## config.mk

```make
export PLATFORM = sky130hd
export DESIGN_NAME = hbridge_motor_driver
export DESIGN_NICKNAME = d
export VERILOG_FILES = /design/src/rtl/microbot_motor_pkg.sv /design/src/rtl/hbridge_channel.sv /design/src/rtl/hbridge_motor_driver.sv
export SDC_FILE = /design/constraint.sdc
export NUM_CORES = 1
export LEC_CHECK = 0
export CAP_MARGIN = 5
export CORE_AREA = 8 8 83 85
export CTS_CLUSTER_SIZE = 30
export DETAILED_ROUTE_END_ITERATION = 6
export DIE_AREA = 0 0 91 93
export SYNTH_ARGS = -nofsm -noshare
export SYNTH_HDL_FRONTEND = slang
export SYNTH_SLANG_ARGS = --single-unit
export TNS_END_PERCENT = 30
```

## constraint.sdc

```tcl
create_clock -name clk -period 3.5 [get_ports clk]
set_input_delay 0.7 -clock clk [delete_from_list [all_inputs] [get_ports clk]]
set_output_delay 0.7 -clock clk [all_outputs]
set_load 0.1 [all_outputs]
```

## src/rtl/microbot_motor_pkg.sv

```systemverilog
// Shared types and defaults for the microbot H-bridge driver.
// Optional soft-start ramp is enabled with HBRIDGE_SOFT_START_EN.
package microbot_motor_pkg;

  localparam int PWM_BITS_DEF    = 8;
  localparam int DEAD_CYCLES_DEF = 4;
  localparam int NUM_CH          = 2;
  localparam int DEAD_W          = 8;

  typedef enum logic [1:0] {
    ST_COAST = 2'b00,
    ST_FWD   = 2'b01,
    ST_REV   = 2'b10,
    ST_DEAD  = 2'b11
  } ch_state_e;

  // Command pair is {fwd, rev}.
  typedef enum logic [1:0] {
    CMD_COAST = 2'b00,
    CMD_REV   = 2'b01,
    CMD_FWD   = 2'b10,
    CMD_ILL   = 2'b11
  } ch_cmd_e;

  typedef struct packed {
    logic fwd;
    logic rev;
  } ch_cmd_t;

  typedef struct packed {
    logic in1;
    logic in2;
  } ch_out_t;

  // Illegal commands fall through to COAST.
  function automatic ch_state_e cmd_target(input ch_cmd_e c);
    case (c)
      CMD_FWD: cmd_target = ST_FWD;
      CMD_REV: cmd_target = ST_REV;
      default: cmd_target = ST_COAST;
    endcase
  endfunction

endpackage

```

## src/rtl/hbridge_channel.sv

```systemverilog
// One H-bridge channel: command decode, dead-time FSM, fault flag, gate registers.
// HBRIDGE_SOFT_START_EN adds a per-channel duty ramp toward the latched duty.
module hbridge_channel
  import microbot_motor_pkg::*;
#(
  parameter int PWM_BITS    = PWM_BITS_DEF,
  parameter int DEAD_CYCLES = DEAD_CYCLES_DEF
) (
  input  logic                clk,
  input  logic                rst_n,
  input  logic                ena,
  input  ch_cmd_t             cmd,
  input  logic [PWM_BITS-1:0] pwm_cnt,
  input  logic [PWM_BITS-1:0] duty_q,
  input  logic                pwm_wrap,
  output ch_out_t             out,
  output logic                fault
);

  localparam logic [DEAD_W-1:0] DEAD_LOAD = DEAD_W'(DEAD_CYCLES - 1);

  ch_cmd_e             cmd_e;
  ch_state_e           state_q, state_d;
  logic [DEAD_W-1:0]   dead_q, dead_d;
  ch_out_t             out_q, out_d;
  logic                fault_q, fault_d;
  logic [PWM_BITS-1:0] duty_eff;
  logic                pwm_on;

  assign cmd_e = ch_cmd_e'({cmd.fwd, cmd.rev});

`ifdef HBRIDGE_SOFT_START_EN
  logic [PWM_BITS-1:0] eff_q, eff_d;

  // The compare uses the next value so a wrap step applies from pwm_cnt==0.
  always_comb begin
    eff_d = eff_q;
    if (!ena || !(state_q inside {ST_FWD, ST_REV}))
      eff_d = '0;
    else if (duty_q < eff_q)
      eff_d = duty_q;
    else if (pwm_wrap && (eff_q < duty_q))
      eff_d = eff_q + 1'b1;
  end

  always_ff @(posedge clk) begin
    if (!rst_n) eff_q <= '0;
    else        eff_q <= eff_d;
  end

  assign duty_eff = eff_d;
`else
  logic unused_wrap;
  assign unused_wrap = pwm_wrap;
  assign duty_eff    = duty_q;
`endif

  assign pwm_on = (pwm_cnt < duty_eff);

  always_comb begin
    state_d = state_q;
    dead_d  = dead_q;
    if (!ena) begin
      state_d = ST_COAST;
      dead_d  = '0;
    end else begin
      case (state_q)
        ST_COAST: state_d = cmd_target(cmd_e);
        ST_FWD: begin
          if (cmd_e == CMD_REV) begin
            state_d = ST_DEAD;
            dead_d  = DEAD_LOAD;
          end else begin
            state_d = cmd_target(cmd_e);
          end
        end
        ST_REV: begin
          if (cmd_e == CMD_FWD) begin
            state_d = ST_DEAD;
            dead_d  = DEAD_LOAD;
          end else begin
            state_d = cmd_target(cmd_e);
          end
        end
        default: begin
          // DEAD runs its full length; the command is only looked at on exit.
          if (dead_q == '0) state_d = cmd_target(cmd_e);
          else              dead_d  = dead_q - 1'b1;
        end
      endcase
    end
  end

  always_comb begin
    out_d.in1 = ena && (state_q == ST_FWD) && pwm_on;
    out_d.in2 = ena && (state_q == ST_REV) && pwm_on;
    fault_d   = (cmd_e == CMD_ILL);
  end

  always_ff @(posedge clk) begin
    if (!rst_n) begin
      state_q <= ST_COAST;
      dead_q  <= '0;
      out_q   <= '0;
      fault_q <= 1'b0;
    end else begin
      state_q <= state_d;
      dead_q  <= dead_d;
      out_q   <= out_d;
      fault_q <= fault_d;
    end
  end

  assign out   = out_q;
  assign fault = fault_q;

endmodule

```

## src/rtl/hbridge_motor_driver.sv

```systemverilog
// Two-channel PWM H-bridge driver with dead-time on reversals.
// Build with HBRIDGE_SOFT_START_EN for the per-channel soft-start ramp.
module hbridge_motor_driver
  import microbot_motor_pkg::*;
#(
  parameter int PWM_BITS    = PWM_BITS_DEF,
  parameter int DEAD_CYCLES = DEAD_CYCLES_DEF
) (
  input  logic                clk,
  input  logic                rst_n,
  input  logic                ena,
  input  logic                cmd_a_fwd,
  input  logic                cmd_a_rev,
  input  logic                cmd_b_fwd,
  input  logic                cmd_b_rev,
  input  logic [PWM_BITS-1:0] duty,
  output logic                a_in1,
  output logic                a_in2,
  output logic                b_in1,
  output logic                b_in2,
  output logic [1:0]          fault,
  output logic                pwm_wrap
);

  localparam logic [PWM_BITS-1:0] CNT_MAX = '1;

  logic [PWM_BITS-1:0] cnt_q, cnt_d;
  logic [PWM_BITS-1:0] duty_q, duty_d;
  logic                wrap_q, wrap_d;

  ch_cmd_t [NUM_CH-1:0] ch_cmd;
  ch_out_t [NUM_CH-1:0] ch_out;
  logic    [NUM_CH-1:0] ch_fault;

  // Duty is only sampled on the wrap edge so a period never changes mid-way.
  always_comb begin
    wrap_d = ena && (cnt_q == CNT_MAX);
    cnt_d  = ena ? cnt_q + 1'b1 : '0;
    duty_d = wrap_d ? duty : duty_q;
  end

  always_ff @(posedge clk) begin
    if (!rst_n) begin
      cnt_q  <= '0;
      duty_q <= '0;
      wrap_q <= 1'b0;
    end else begin
      cnt_q  <= cnt_d;
      duty_q <= duty_d;
      wrap_q <= wrap_d;
    end
  end

  assign ch_cmd[0] = {cmd_a_fwd, cmd_a_rev};
  assign ch_cmd[1] = {cmd_b_fwd, cmd_b_rev};

  for (genvar g = 0; g < NUM_CH; g++) begin : g_ch
    hbridge_channel #(
      .PWM_BITS   (PWM_BITS),
      .DEAD_CYCLES(DEAD_CYCLES)
    ) u_ch (
      .clk     (clk),
      .rst_n   (rst_n),
      .ena     (ena),
      .cmd     (ch_cmd[g]),
      .pwm_cnt (cnt_q),
      .duty_q  (duty_q),
      .pwm_wrap(wrap_q),
      .out     (ch_out[g]),
      .fault   (ch_fault[g])
    );
  end

  assign a_in1    = ch_out[0].in1;
  assign a_in2    = ch_out[0].in2;
  assign b_in1    = ch_out[1].in1;
  assign b_in2    = ch_out[1].in2;
  assign fault    = ch_fault;
  assign pwm_wrap = wrap_q;

endmodule

```

* Word level (Yosys, flattened, before mapping)
Cells that the tools add are included.
** Word-level totals
- Flip-flop bits (word level) :: 43
- Input bits :: 15
** Operators by class
- Equal/unequal tests :: 17
- Mux-type cells :: 22
- Bitwise logic cells :: 2
- Order comparisons :: 1
- $add $sub $neg :: 3
- Reductions and logical operators :: 18
** Operators by type and width (count)
- 2-to-1 mux 8 bit :: 6
- one-hot mux 8 bit (3 select lines) :: 2
- logical NOT 8 bit :: 2
- 2-to-1 mux 2 bit :: 8
- subtractor 8 x 1 -> 8 bit, second input constant :: 2
- == test 2 bit, second input constant :: 6
- one-hot mux 2 bit (3 select lines) :: 2
- logical AND 1 bit :: 9
- adder 8 x 1 -> 8 bit, second input constant :: 1
- == test 2 x 1 -> 1 bit, second input constant :: 4
- == test 8 bit, second input constant :: 1
- less-than comparator 8 bit :: 1
- != test 2 x 1 -> 1 bit, second input constant :: 4
- one-hot mux 2 bit (2 select lines) :: 2
- AND reduction 4 bit :: 2
- nonzero test 4 bit :: 2
- != test 3 bit, second input constant :: 2
- logical NOT 2 bit :: 2
- 2-to-1 mux 1 bit :: 2
- inverter 1 bit :: 2
- AND reduction 2 bit :: 1

* Longest topological paths before layout
- Word-level depth :: 4
- Depth in mapped cells :: 7
- Gate-level depth less buffers :: 6

* Cells and area by module
A second synthesis with hierarchy kept.
** Second synthesis, totals
- Cell total of the unflattened synthesis :: 306
- Area total of the unflattened synthesis :: 2678.8 um^2
** By module, submodules not included
- hbridge_channel :: area an instance 1002.2 um^2, times used 2, seq. area each 260.2 um^2, cells each 117
- hbridge_motor_driver :: area an instance 674.4 um^2, times used 1, seq. area each 340.3 um^2, cells each 72

* Least setup slack after synthesis
OpenSTA, ideal clock, no wires.
- Kind :: input-to-reg
- Start :: in cmd_a_rev
- End :: reg g_ch[0].u_ch.dead_q[3]
- Arrival time :: 1.890 ns
- Setup slack :: 1.539 ns
- Setup time :: 0.070 ns
- Required time :: 3.430 ns
- Stages :: 6
- Cell sequence :: inv_1 -> ha_1 -> nand2b_1 -> nand3_1 -> or4_1 -> a21boi_1
** On the way
- Cells in the longest elaborated chain, start to end :: 3
** RTL lines
- start, declared :: line hbridge_motor_driver.sv:13 : input logic cmd_a_rev,
- == test 2 x 1 -> 1 bit / == test 2 bit (equally long branches) :: line hbridge_channel.sv:70, hbridge_channel.sv:78
- != test 2 x 1 -> 1 bit (no line)
- AND reduction 4 bit (no line) (*)
- end signal, assigned :: line hbridge_channel.sv:103 : dead_q <= '0;
- end signal, assigned :: line hbridge_channel.sv:108 : dead_q <= dead_d;
- end, declared :: line hbridge_channel.sv:24 : logic [DEAD_W-1:0] dead_q, dead_d;
Mark *: on every way between the ends. The rest lies on a longest branch, timed or not.
A chain may end at the register's enable or synchronous reset.

* Worst setup path after layout
- Start :: reg g_ch[0].u_ch.out_q, in the netlist g_ch[0].u_ch.out[0]
- End :: out a_in2
** RTL lines
- start, declared :: line hbridge_channel.sv:25 : ch_out_t out_q, out_d;
- start signal, assigned :: line hbridge_channel.sv:109 : out_q <= out_d;
- end, declared :: line hbridge_motor_driver.sv:18 : output logic a_in2,
No word-level cell between the ends.

==> flow_metrics.tcl <==
set metrics [dict create \
    antenna_left 0 \
    setup_viol 0 \
    p_sw_share_pct 27.1 \
    critPathSlowestCell "clkdlybuf4s50_1" \
    vias 1955 \
    crit_required_ns 2.80 \
    p_total_mw 0.944 \
    fin_worst_skew_ns 0.00752 \
    synth_area_um2 2430 \
    synthMuxAreaShare_pct 3.30 \
    wl_per_cell_um 12.7 \
    grt_max_degree 16 \
    synth_area_leaders "dfxtp_1, ha_1, nand2_1, inv_1, nand2b_1" \
    drv_cap 0 \
    powerDensity_nw_per_um2 336 \
    synth_compound_area_share_pct 16.3 \
    dp_worst_setup_slack_ns 0.724 \
    antenna_found_initial 0 \
    hp-class "flip-flop to flip-flop" \
    final_net_count 341 \
    yosysSeqAreaShare_pct 35.5 \
    cts_hold_buffers 0 \
    grtUsageTotal_pct 11.8 \
    hold_violations 0 \
    synth_top_flop_cell "dfxtp_1" \
    cts_setup_buffers 0 \
    die_w_um 91 \
    synth_top_family_by_area "simple AND/OR/NAND/NOR gates" \
    ctsResizeCount 0 \
    ys_warn_count 0 \
    cts.sinks 43 \
    worst-path-buf-inv 1 \
    coreArea_um2 5680 \
    placed_cell_area_um2 2720 \
    cts_made_buffers 5 \
    synth_seq_cells 43 \
    first_pass_iters 4 \
    synthesis.instances 276 \
    num_rows 28 \
    rsz0062_at_grt "false" \
    die-area_um2 8460 \
    cpLargestDelayFamily "buffers and inverters" \
    wirelength_um 4760 \
    leakagePower_nw 1.06 \
    path_cells "clkdlybuf4s50_1" \
    crit_type "flip-flop to output port" \
    slew_headroom_pct 34.4 \
    power_frac_seq_pct 52.9 \
    yosys.area_share.simple_pct 24.3 \
    start_util_pct 42.8 \
    antenna_cells 0 \
    yosysUniqueCellTypes 43 \
    max_freq_ghz 0.400 \
    tritoncts "built" \
    design_area_um2 2810 \
    syn_avg_cell_area_um2 8.79 \
    tns_ns 0 \
    status "finished clean" \
    period_needed_ns 2.50 \
    io_pins 22 \
    synth_fa_ha_area_share_pct 13.4 \
    root_buffer "clkbuf_8" \
    internal-power_mw 0.689 \
    async_reset_ff_share_pct 0 \
    grt_pass1_vias 1891 \
    htreeDepth 2 \
    final_layout_size_suffix_gt1_share_pct 5.98 \
    viasPerCell 5.20 \
    finalCritPeriodShare_pct 71.5 \
    insertion_delay_ns 0.30 \
    clk_pin_slew_worst_paths_ns 0.09 \
    timing.final.ws_setup_ns 0.999 \
    maxSlewViolCount 0 \
    arrival_ns 1.80 \
    share_comb_of_total_power_pct 12.4 \
    area_growth_pct 15.7 \
    die_y_um 93 \
    cts_max_path_buffers 2 \
    drtIter0Drc 77 \
    worst_setup_path_end_kind "output port" \
    gr-total-overflow 0 \
    cpPeakStageDelay_ns 1.14 \
    synth-edff-count 0 \
    synth_top_area_cell "dfxtp_1" \
    synth_nets 317 \
    switchingPower_mw 0.256 \
    pwr-share-clk_pct 34.7 \
    ir_worst_vdd_mv 0.231 \
    portBuffers 21 \
    gp_congestion 0.781 \
    fillCellCount 577 \
    grt_first_pass_wirelength_um 8330 \
    synth-xor-area-share_pct 1.44 \
    cp-start-kind "flip-flop" \
    netlist.area_leader.share_pct 35.5 \
    hpwl_um 3690 \
    post-route-drc-count 0 \
    crit_path_max_fanout 1 \
    worst_slew_pin_slew_ns 0.981 \
]
synthesized netlist by cell type, types with 2 or more instances:
library cell / n
a211o_1: 2
a21boi_0: 8
a21boi_1: 4
a21o_1: 3
a21oi_1: 11
a221oi_1: 2
a41oi_1: 4
and2_1: 5
and3_1: 6
buf_4: 3
clkbuf_1: 3
dfxtp_1: 43
ha_1: 26
inv_1: 25
inv_2: 2
mux2i_1: 8
nand2_1: 27
nand2b_1: 14
nand3_1: 5
nand4_1: 2
nand4b_1: 2
nor2_1: 11
nor3_2: 2
nor3b_1: 2
nor4_1: 7
o2111a_1: 3
o21a_1: 2
o21ai_0: 11
o31ai_1: 4
or3_1: 7
or4_1: 8
xor2_1: 3
per-layer routing:
layer  share of wire, %  up-vias  GRT usage [%]
met2                 49       30           20.6
met5                  0        -              0
li1                   -     1026              -
met1                 46      893           13.5
met3                3.6        6           3.21
met4                1.6        0           4.64
metrics by stage:
step                util [%]  hold WS, ns  instances
floorplan                  -        0.425        276
CTS                     49.5        0.479        376
global placement        47.8        0.444        368
finish                  49.5        0.476        376
detailed placement      47.8        0.463        368
global route            49.5        0.495        376
worst register-to-register path, delay by kind of cell (launching register included):
| kind | cells | cell delay (ns) |
|---|---|---|
| fa+ha+maj | 1 | 0.26 |
| flops | 1 | 0.37 |
| compound gates | 1 | 0.15 |
| simple gates | 3 | 0.97 |
| buf+inv | 1 | 0.07 |
placed cells by master (no fill, tap or decap), drive strengths merged, types with 5 or more instances in the layout:
| master | instances |
|---|---|
| a21boi | 12 |
| a21oi | 11 |
| and2 | 5 |
| and3 | 6 |
| clkbuf | 5 |
| clkdlybuf4s50 | 21 |
| dfxtp | 43 |
| ha | 26 |
| inv | 28 |
| mux2i | 8 |
| nand2 | 27 |
| nand2b | 14 |
| nand3 | 6 |
| nor2 | 11 |
| nor4 | 7 |
| o21ai | 11 |
| or3 | 8 |
| or4 | 8 |
power groups by stage:
stage,logic [mW],clock network [mW],registers [mW]
2_1_floorplan,0.0833,0,0.510
3_3_place_gp,0.117,0,0.511
3_5_place_dp,0.117,0,0.512
4_1_cts,0.118,0.343,0.500
5_1_grt,0.132,0.359,0.501
6_report,0.117,0.328,0.500
kinds of logic (layout without fill, tap and decap cells):
logic type,Yosys count,count (layout)
and+or+nand+nor,104,104
adders and majority gates,26,26
DFF,43,43
muxes,8,8
xor gates and xnor gates,4,4
AOI/OAI and AO/OA,57,57
buffers and inverters,34,59
layout make-up:
type	count	area [um2]	area share (%)
multi-input combinational	199	1430	50.8
clock inverter	3	23.8	0.847
timing repair buffer	24	233	8.29
clock buffer	5	68.8	2.45
tap	75	93.8	3.34
sequential	43	861	30.7
inverter	27	101	3.61
path summary, 6_finish.rpt:
kind | from | end | slack [ns] | cells past startpoint
setup / recovery | g_ch[0].u_ch.out[0]$_SDFF_PN0_ | a_in2 | 1.0 | 1
hold / removal | g_ch[0].u_ch.state_q[1]$_SDFFE_PN0P_ | g_ch[0].u_ch.state_q[1]$_SDFFE_PN0P_ | 0.48 | 2
setup reg to reg | g_ch[0].u_ch.state_q[0]$_SDFFE_PN0P_ | g_ch[0].u_ch.dead_q[3]$_SDFFE_PN0P_ | 1.62 | 6
hold reg to reg | g_ch[0].u_ch.state_q[1]$_SDFFE_PN0P_ | g_ch[0].u_ch.state_q[1]$_SDFFE_PN0P_ | 0.48 | 2
sequential cells by signal (all words and copies together) (netlist names):
register / count
duty_q: 8
pwm_wrap: 1
cnt_q: 8
g_ch.u_ch.out: 4
g_ch.u_ch.dead_q: 16
g_ch.u_ch.state_q: 4
g_ch.u_ch.fault: 2
Note: power is estimated with default switching activity, not from simulation.
